--- config.mk ---
export PLATFORM = sky130hd
export DESIGN_NAME = gc_hash_issue_flat
export DESIGN_NICKNAME = d
export VERILOG_FILES = /design/src/rtl/gc_hash_issue_if.sv /design/src/rtl/gc_hash_issue.sv /design/src/flat_wrapper.sv
export SDC_FILE = /design/constraint.sdc
export NUM_CORES = 2
export LEC_CHECK = 0
export BUFFER_PORTS_ARGS = -buffer_cell sky130_fd_sc_hd__buf_2
export CAP_MARGIN = 5
export CORE_AREA = 8 8 250 252
export CTS_BUF_LIST = sky130_fd_sc_hd__clkbuf_4
export CTS_CLUSTER_DIAMETER = 150
export CTS_CLUSTER_SIZE = 14
export DETAILED_ROUTE_END_ITERATION = 6
export DIE_AREA = 0 0 258 260
export PLACE_DENSITY = 0.73
export SETUP_SLACK_MARGIN = 0.1
export SKIP_CTS_REPAIR_TIMING = 1
export SLEW_MARGIN = 20
export SYNTH_ARGS = -nofsm -noshare
export SYNTH_HDL_FRONTEND = slang
export SYNTH_SLANG_ARGS = --single-unit
--- constraint.sdc ---
create_clock -name clk -period 51.1 [get_ports clk]
set_input_delay 5.11 -clock clk [delete_from_list [all_inputs] [get_ports clk]]
set_output_delay 5.11 -clock clk [all_outputs]
set_load 0.005 [all_outputs]
--- src/rtl/gc_hash_issue_if.sv ---
// rtl/gc_hash_issue_if.sv - request and hash-block handshake bundle for gc_hash_issue
interface gc_hash_issue_if #(
  parameter int N  = 128,
  parameter int TW = 64
);
  logic          cnt_clr;
  logic          in_valid;
  logic          in_ready;
  logic [N-1:0]  in_a0;
  logic [N-1:0]  in_b0;
  logic [N-1:0]  in_delta;
  logic          aes_valid;
  logic          aes_ready;
  logic [N-1:0]  aes_pt;
  logic [1:0]    aes_phase;
  logic [TW-1:0] gate_id;

  modport master (
    output cnt_clr, in_valid, in_a0, in_b0, in_delta, aes_ready,
    input  in_ready, aes_valid, aes_pt, aes_phase, gate_id
  );

  modport slave (
    input  cnt_clr, in_valid, in_a0, in_b0, in_delta, aes_ready,
    output in_ready, aes_valid, aes_pt, aes_phase, gate_id
  );
endinterface

--- src/rtl/gc_hash_issue.sv ---
// rtl/gc_hash_issue.sv - serialises a half-gate AND request into four tweaked hash-input blocks
module gc_hash_issue #(
  parameter int N  = 128,
  parameter int TW = 64
) (
  input logic           clk,
  input logic           rst,
  gc_hash_issue_if.slave bus
);

  typedef enum logic [2:0] {S_IDLE, S_P0, S_P1, S_P2, S_P3} state_t;

  state_t        state, state_nxt;
  logic [N-1:0]  a0_q, b0_q, d_q, pt_q, pt_nxt;
  logic [TW-1:0] g_q, g_nxt;
  logic          busy, rdy, xfer, last, accept;
  logic [1:0]    phase;

  function automatic logic [N-1:0] dbl(input logic [N-1:0] x);
    return {x[N-2:0], 1'b0} ^ (x[N-1] ? {{(N-8){1'b0}}, 8'h87} : '0);
  endfunction

  // tweak = 2g + hi, truncated to TW bits, zero-extended to the block width
  function automatic logic [N-1:0] tweak(input logic [TW-1:0] g, input logic hi);
    logic [TW-1:0] t;
    t = {g[TW-2:0], hi};
    return N'(t);
  endfunction

  always_ff @(posedge clk or posedge rst) begin
    if (rst) state <= S_IDLE;
    else     state <= state_nxt;
  end

  always_comb begin
    state_nxt = state;
    case (state)
      S_IDLE:  if (accept) state_nxt = S_P0;
      S_P0:    if (xfer)   state_nxt = S_P1;
      S_P1:    if (xfer)   state_nxt = S_P2;
      S_P2:    if (xfer)   state_nxt = S_P3;
      S_P3:    if (xfer)   state_nxt = accept ? S_P0 : S_IDLE;
      default:             state_nxt = S_IDLE;
    endcase
  end

  always_comb begin
    busy  = (state != S_IDLE);
    phase = 2'd0;
    case (state)
      S_P1:    phase = 2'd1;
      S_P2:    phase = 2'd2;
      S_P3:    phase = 2'd3;
      default: phase = 2'd0;
    endcase
    rdy = !busy | (busy & bus.aes_ready & (state == S_P3));
  end

  assign xfer   = busy & bus.aes_ready;
  assign last   = xfer & (state == S_P3);
  assign accept = bus.in_valid & rdy;

  // Clear wins over the end-of-gate increment; every newly loaded block uses g_nxt
  always_comb begin
    g_nxt = g_q;
    if (bus.cnt_clr)  g_nxt = '0;
    else if (last)    g_nxt = g_q + 1'b1;
  end

  always_comb begin
    pt_nxt = pt_q;
    if (accept) begin
      pt_nxt = dbl(bus.in_a0) ^ tweak(g_nxt, 1'b0);
    end else if (xfer) begin
      case (state)
        S_P0:    pt_nxt = dbl(a0_q ^ d_q) ^ tweak(g_nxt, 1'b0);
        S_P1:    pt_nxt = dbl(b0_q)       ^ tweak(g_nxt, 1'b1);
        S_P2:    pt_nxt = dbl(b0_q ^ d_q) ^ tweak(g_nxt, 1'b1);
        default: pt_nxt = pt_q;
      endcase
    end
  end

  always_ff @(posedge clk or posedge rst) begin
    if (rst) begin
      a0_q <= '0;
      b0_q <= '0;
      d_q  <= '0;
      pt_q <= '0;
      g_q  <= '0;
    end else begin
      pt_q <= pt_nxt;
      g_q  <= g_nxt;
      if (accept) begin
        a0_q <= bus.in_a0;
        b0_q <= bus.in_b0;
        d_q  <= bus.in_delta;
      end
    end
  end

  assign bus.in_ready  = rdy;
  assign bus.aes_valid = busy;
  assign bus.aes_phase = phase;
  assign bus.aes_pt    = pt_q;
  assign bus.gate_id   = g_q;

endmodule
--- src/flat_wrapper.sv ---
// flat-port wrapper written by rule: the top's interface ports become plain ports
module gc_hash_issue_flat 
#(
  parameter int N  = 128,
  parameter int TW = 64
)
  (clk, rst, bus_cnt_clr, bus_in_valid, bus_in_a0, bus_in_b0, bus_in_delta, bus_aes_ready, bus_in_ready, bus_aes_valid, bus_aes_pt, bus_aes_phase, bus_gate_id);
  gc_hash_issue_if #(.N(N), .TW(TW)) bus_i ();
  input logic clk;
  input logic rst;
  input wire logic [$bits(bus_i.cnt_clr)-1:0] bus_cnt_clr;
  input wire logic [$bits(bus_i.in_valid)-1:0] bus_in_valid;
  input wire logic [$bits(bus_i.in_a0)-1:0] bus_in_a0;
  input wire logic [$bits(bus_i.in_b0)-1:0] bus_in_b0;
  input wire logic [$bits(bus_i.in_delta)-1:0] bus_in_delta;
  input wire logic [$bits(bus_i.aes_ready)-1:0] bus_aes_ready;
  output wire logic [$bits(bus_i.in_ready)-1:0] bus_in_ready;
  output wire logic [$bits(bus_i.aes_valid)-1:0] bus_aes_valid;
  output wire logic [$bits(bus_i.aes_pt)-1:0] bus_aes_pt;
  output wire logic [$bits(bus_i.aes_phase)-1:0] bus_aes_phase;
  output wire logic [$bits(bus_i.gate_id)-1:0] bus_gate_id;
  assign bus_i.cnt_clr = bus_cnt_clr;
  assign bus_i.in_valid = bus_in_valid;
  assign bus_i.in_a0 = bus_in_a0;
  assign bus_i.in_b0 = bus_in_b0;
  assign bus_i.in_delta = bus_in_delta;
  assign bus_i.aes_ready = bus_aes_ready;
  assign bus_in_ready = bus_i.in_ready;
  assign bus_aes_valid = bus_i.aes_valid;
  assign bus_aes_pt = bus_i.aes_pt;
  assign bus_aes_phase = bus_i.aes_phase;
  assign bus_gate_id = bus_i.gate_id;
  gc_hash_issue #(.N(N), .TW(TW)) u_core (.clk(clk), .rst(rst), .bus(bus_i));
endmodule
---- Yosys cells after proc, flatten, opt, wreduce, memory -nomap -nowiden ----
Index checks and enable logic that the tools add are counted.
operators by class
  add/subtract/negate cells ............... 1
  equality and inequality tests ........... 9
  mux-type cells .......................... 17
  bitwise gates (word level) .............. 14
  reductions and logical operators ........ 8
operator list
  operator                 number
  $xor A128 B128 Y128      6
  $xor A128 B64 Y128       4
  $pmux W128 S3            1
  $mux W128                2
  $mux W64                 2
  $add A64 B1 Y64 const B  1
  $mux W8                  4
  $mux W3                  5
  $pmux W3 S5              1
  $ne A2 B1 Y1 const B     5
  $eq A3 B2 Y1 const B     2
  $pmux W2 S3              1
  $reduce_and A5 Y1        1
  $reduce_bool A2 Y1       2
  $reduce_bool A4 Y1       1
  $and A1 B1 Y1            3
  $eq A3 B1 Y1 const B     1
  $eq A3 B3 Y1 const B     1
  $logic_not A3 Y1         1
  $reduce_bool A3 Y1       1
  $reduce_and A2 Y1        1
  $logic_not A1 Y1         1
  $mux W1                  1
  $or A1 B1 Y1             1
word-level totals
  register bits after elaboration ......... 579
  bits of input ports ..................... 389
  output and inout bits ................... 196

---- Logic depth before layout (Yosys ltp) ----
  depth in word-level cells ............... 9
  mapped depth ............................ 10
  gate-level depth less buffers ........... 8

---- Least setup slack after synthesis ----
No wires, ideal clock.
  kind .................................... input -> output
  start point ............................. input port bus_aes_ready
  end point ............................... output port bus_in_ready
  arrival time ............................ 5.408 ns
  required time ........................... 45.990 ns
  slack ................................... 40.582 ns
  stages .................................. 2
  buffers on the path ..................... 0
  cell sequence ........................... nand2b_1 > and2_1
on the way
  longest elaborated chain between the ends .. 3
RTL lines
  element                     RTL line             source
  from (decl)                 flat_wrapper.sv:16   input wire logic [$bits(bus_i.aes_ready)-1:0] bus_aes_ready;
  $and A1 B1 Y1 (2 in a row)  gc_hash_issue.sv:56  rdy = !busy | (busy & bus.aes_ready & (state == S_P3));
  $or A1 B1 Y1                gc_hash_issue.sv:56
  to (decl)                   flat_wrapper.sv:17   output wire logic [$bits(bus_i.in_ready)-1:0] bus_in_ready;
No other way between the ends.

---- Final worst setup path ----
Ends and elaborated chain as after synthesis.

==> results summary <==
The setup path with the least slack is of type in -> out. In the final timing run, aggregate negative setup slack is 0 ns. The die extent in y came out at 260 um. The most used flip-flop cell after synthesis is sky130_fd_sc_hd__dfrtp_1.

The startpoint identified for the worst register-to-register timing path is u_core.state[0]. In the post-synthesis netlist, the biggest area contributors are sky130_fd_sc_hd__dfrtp_1 (50%), sky130_fd_sc_hd__nand2_1 (17%), sky130_fd_sc_hd__xor2_1 (7.5%), sky130_fd_sc_hd__xnor2_1 (4.2%), sky130_fd_sc_hd__o21ai_0 (2.6%). The placeable core region came out at 0.0585 mm^2. The number of storage elements in the synthesis netlist is 579.

The slack of the worst reg-to-reg path came out at between 40 and 50 ns. The leading cell type in the layout, fill and taps excluded is sky130_fd_sc_hd__nand2_1. TritonCTS built the clock tree. The total of max-cap violations came out at 0. The mean cell area of the mapped netlist is 8.50 um^2. The static leakage power is ~17 nW.

The number of nets in the layout came out at around 4200. The data required time at the worst endpoint is 45.99 ns. The first global-routing pass estimated 136 mm of wire. In this run the critical register-to-register path is captured at u_core.bus.aes_pt[58]. The count of flip-flops with a built-in enable after synthesis came out at 0. The number of design rule violations left after detail routing is 0.

The detailed-route wire length on metal 1 is about 36 mm. Setup repair after global routing left no endpoint under its margin. The post-synthesis cell count came out at 3390. The path with the worst hold slack has its endpoint at u_core.a0_q[101]. The class of the tightest hold or removal check is reg -> reg. The cell area after placement is 0.0322 mm^2.

The pin count of the biggest net entering global routing came out at 209. The global placer's final weighted congestion came out at ~0.85. In this run the tool buffered the top-level ports with between 500 and 600 buffer cells. The highest clock rate is 91.2 MHz. The portion of the post-synthesis area used by sequential elements came out at 50.3%. Across all layers, the routed design uses 24600 vias. Along the worst hold path, the cell count comes to 2. The total wirelength of the detailed-routed design came out at 88.0 mm.

The first routing iteration left about 1700 violations. The floorplan step defined a die boundary enclosing 0.0671 mm^2. STA classifies the critical path startpoint as an input port. For this run, the detailed router's first-pass iteration total came to 5.

The worst setup path is captured at an output pin. The final-report setup violation count is 0. The finished cells cover between 0.03 and 0.04 mm^2. The worst reg2reg path depth came out at 8. The total CTS buffers came out at between 40 and 50. The top fanout value on the critical path came out at 7.

The maximum resistive drop on vdd is 0.0587 mV. The shortest period the worst path allows came out at between 10 and 15 ns. In this run the most critical hold path is launched from u_core.a0_q[101]. The synthesized design spends more area on one cell type than any other, namely sky130_fd_sc_hd__dfrtp_1. The root buffer cell is sky130_fd_sc_hd__clkbuf_4. The remaining max-slew budget at the tightest pin came out at 24.2%. The per-cell via count in the routed design is 5.30. The total routing usage reported by global routing is 25.4%. The fraction of final layout cells sized beyond drive strength 1 is 18.2%. The half-perimeter wire length of the detailed placement result is 62.4 mm.

Signal routing reaches up to met5. The number of pins exceeding their max-slew limit in the final report is 0. Data on the critical path arrives at its endpoint at ~5.9 ns. The horizontal die dimension is 258 um. The average detailed-routed wire length per instance is 19.0 um. The initial antenna violation count came out at 40. The number of buffers between clock root and the deepest sink is 3. The first element of the critical path is bus_aes_ready.

The clock transition time at the flip-flop clock pins of the worst setup and hold paths is 0.13 ns. Across the routed clock network, the largest skew measured is 0.0530 ns. In the layout the commonest cells are sky130_fd_sc_hd__nand2_1 (1305), sky130_fd_sc_hd__buf_2 (583), sky130_fd_sc_hd__dfrtp_1 (578).

The unique cell type count in the Yosys netlist came out at 54. The total nets after synthesis came out at between 3000 and 4000. The number of levels the H-tree was split into is 2. The floorplan has 89 rows.

The met3 wire length is 7.04 mm. From synthesis to final layout, the design area changed by 13.3%. The total standard cell area after synthesis came out at 0.0288 mm^2.

Of all flip-flops after synthesis, the portion carrying an async set or reset was 100%. The synthesis warning total is 0. The amount of wire on met2 after detailed routing came out at 41.6 mm.

The final cycle utilization of the critical path came out at 21.5%. The number of I/O pins is a little under 600. For this design, the sink count on the clock tree is 579. The count of endpoints failing hold in the final timing report is 0. The total global routing overflow is 0.

The flow ran to the end, and the final reports show no timing, DRC or antenna violations. The worst slack on hold paths is approximately 0.51 ns. For the pin with the worst max-slew slack, the measured transition is 1.14 ns.

Once the floorplan was initialized, standard cells occupied 49.3% of the core. The residual antenna-violating net count after detailed routing came out at 0. The fraction of post-synthesis cell area in the top cell type by area came out at approximately 50%. The clock latency at the later pin of the worst-skew pair is 0.86 ns. The via count of the first global-routing pass came out at 23700. The power per cell area is 56.3 mW/mm^2.
## per-layer routing
| layer | up-vias | track usage, % |
|---|---|---|
| li1 | 11900 | - |
| met1 | 11700 | 32.5 |
| met2 | 752 | 41.0 |
| met3 | 200 | 7.14 |
| met4 | 34 | 9.19 |
| met5 | - | 0 |
## critical path: stages
cell and delay [ns]:
sky130_fd_sc_hd__buf_2 0.17, sky130_fd_sc_hd__nand2b_1 0.17, sky130_fd_sc_hd__and2_1 0.25, sky130_fd_sc_hd__buf_2 0.16
## synth_stat cells, types with 10 or more instances
library cell and instances:
sky130_fd_sc_hd__nand2b_1 12, sky130_fd_sc_hd__a21o_1 13, sky130_fd_sc_hd__nor2b_1 13, sky130_fd_sc_hd__nand2_1 1306
sky130_fd_sc_hd__clkbuf_1 174, sky130_fd_sc_hd__a211o_1 12, sky130_fd_sc_hd__o211ai_1 15, sky130_fd_sc_hd__and2_1 17
sky130_fd_sc_hd__xnor2_1 137, sky130_fd_sc_hd__or3_1 19, sky130_fd_sc_hd__dfrtp_1 579, sky130_fd_sc_hd__mux2i_1 32
sky130_fd_sc_hd__nor4_1 12, sky130_fd_sc_hd__nand3_1 47, sky130_fd_sc_hd__nor3_1 10, sky130_fd_sc_hd__nand4_1 24
sky130_fd_sc_hd__o31ai_1 16, sky130_fd_sc_hd__nor2_1 181, sky130_fd_sc_hd__o21ai_0 152, sky130_fd_sc_hd__a21oi_1 139
sky130_fd_sc_hd__inv_1 24, sky130_fd_sc_hd__and3_1 12, sky130_fd_sc_hd__a211oi_1 67, sky130_fd_sc_hd__o22ai_1 17
sky130_fd_sc_hd__or4_1 17, sky130_fd_sc_hd__xor2_1 246, sky130_fd_sc_hd__buf_1 27
## worst max path at each step
stage,slack [ns],to
2_1_floorplan,29.79,u_core.a0_q[0]
3_3_place_gp,40.17,bus_in_ready
3_5_place_dp,40.14,bus_in_ready
4_1_cts,40.14,bus_in_ready
5_1_grt,40.09,bus_in_ready
6_report,40.13,bus_in_ready
## cells by family after synthesis
group | synth area share, %
flip-flops | 50.3
multiplexers | 1.23
adder cells (fa/ha/maj) | 0.0434
XOR/XNOR | 11.6
buffers and inverters | 3.00
AND/OR/NAND/NOR | 24.1
AO/OA/AOI/OAI | 9.72
## through the flow
stage,setup slack (ns),utilization [%],std cells,power (mW)
after detailed placement,40.14,55.1,4567,1.66
after floorplan,29.79,-,3390,1.41
after CTS,40.14,55.8,4619,1.86
after global routing,40.09,55.9,4631,2.01
after global placement,40.17,55.1,4567,1.63
final,40.13,55.9,4639,1.84
## state kept, by name, indices dropped and copies added (netlist names)
register,count
u_core.state,3
u_core.d_q,128
u_core.bus.aes_pt,128
u_core.bus.gate_id,64
u_core.a0_q,128
u_core.b0_q,128
## cell type report
class,count,area [um^2]
Antenna cell,20,50.0
Clock buffer,49,368
Clock inverter,3,45.0
Fill cell,5492,25800
Inverter,24,97.6
Multi-Input combinational cell,2582,13500
Sequential cell,579,14500
Tap cell,773,967
Timing Repair Buffer,609,3140
## where the power goes
group,total [mW],internal [mW],switching (mW)
Combinational,0.841,0.346,0.495
Sequential,0.803,0.655,0.148
Clock,0.197,0.0499,0.147
(Power assumes the default switching activity.)
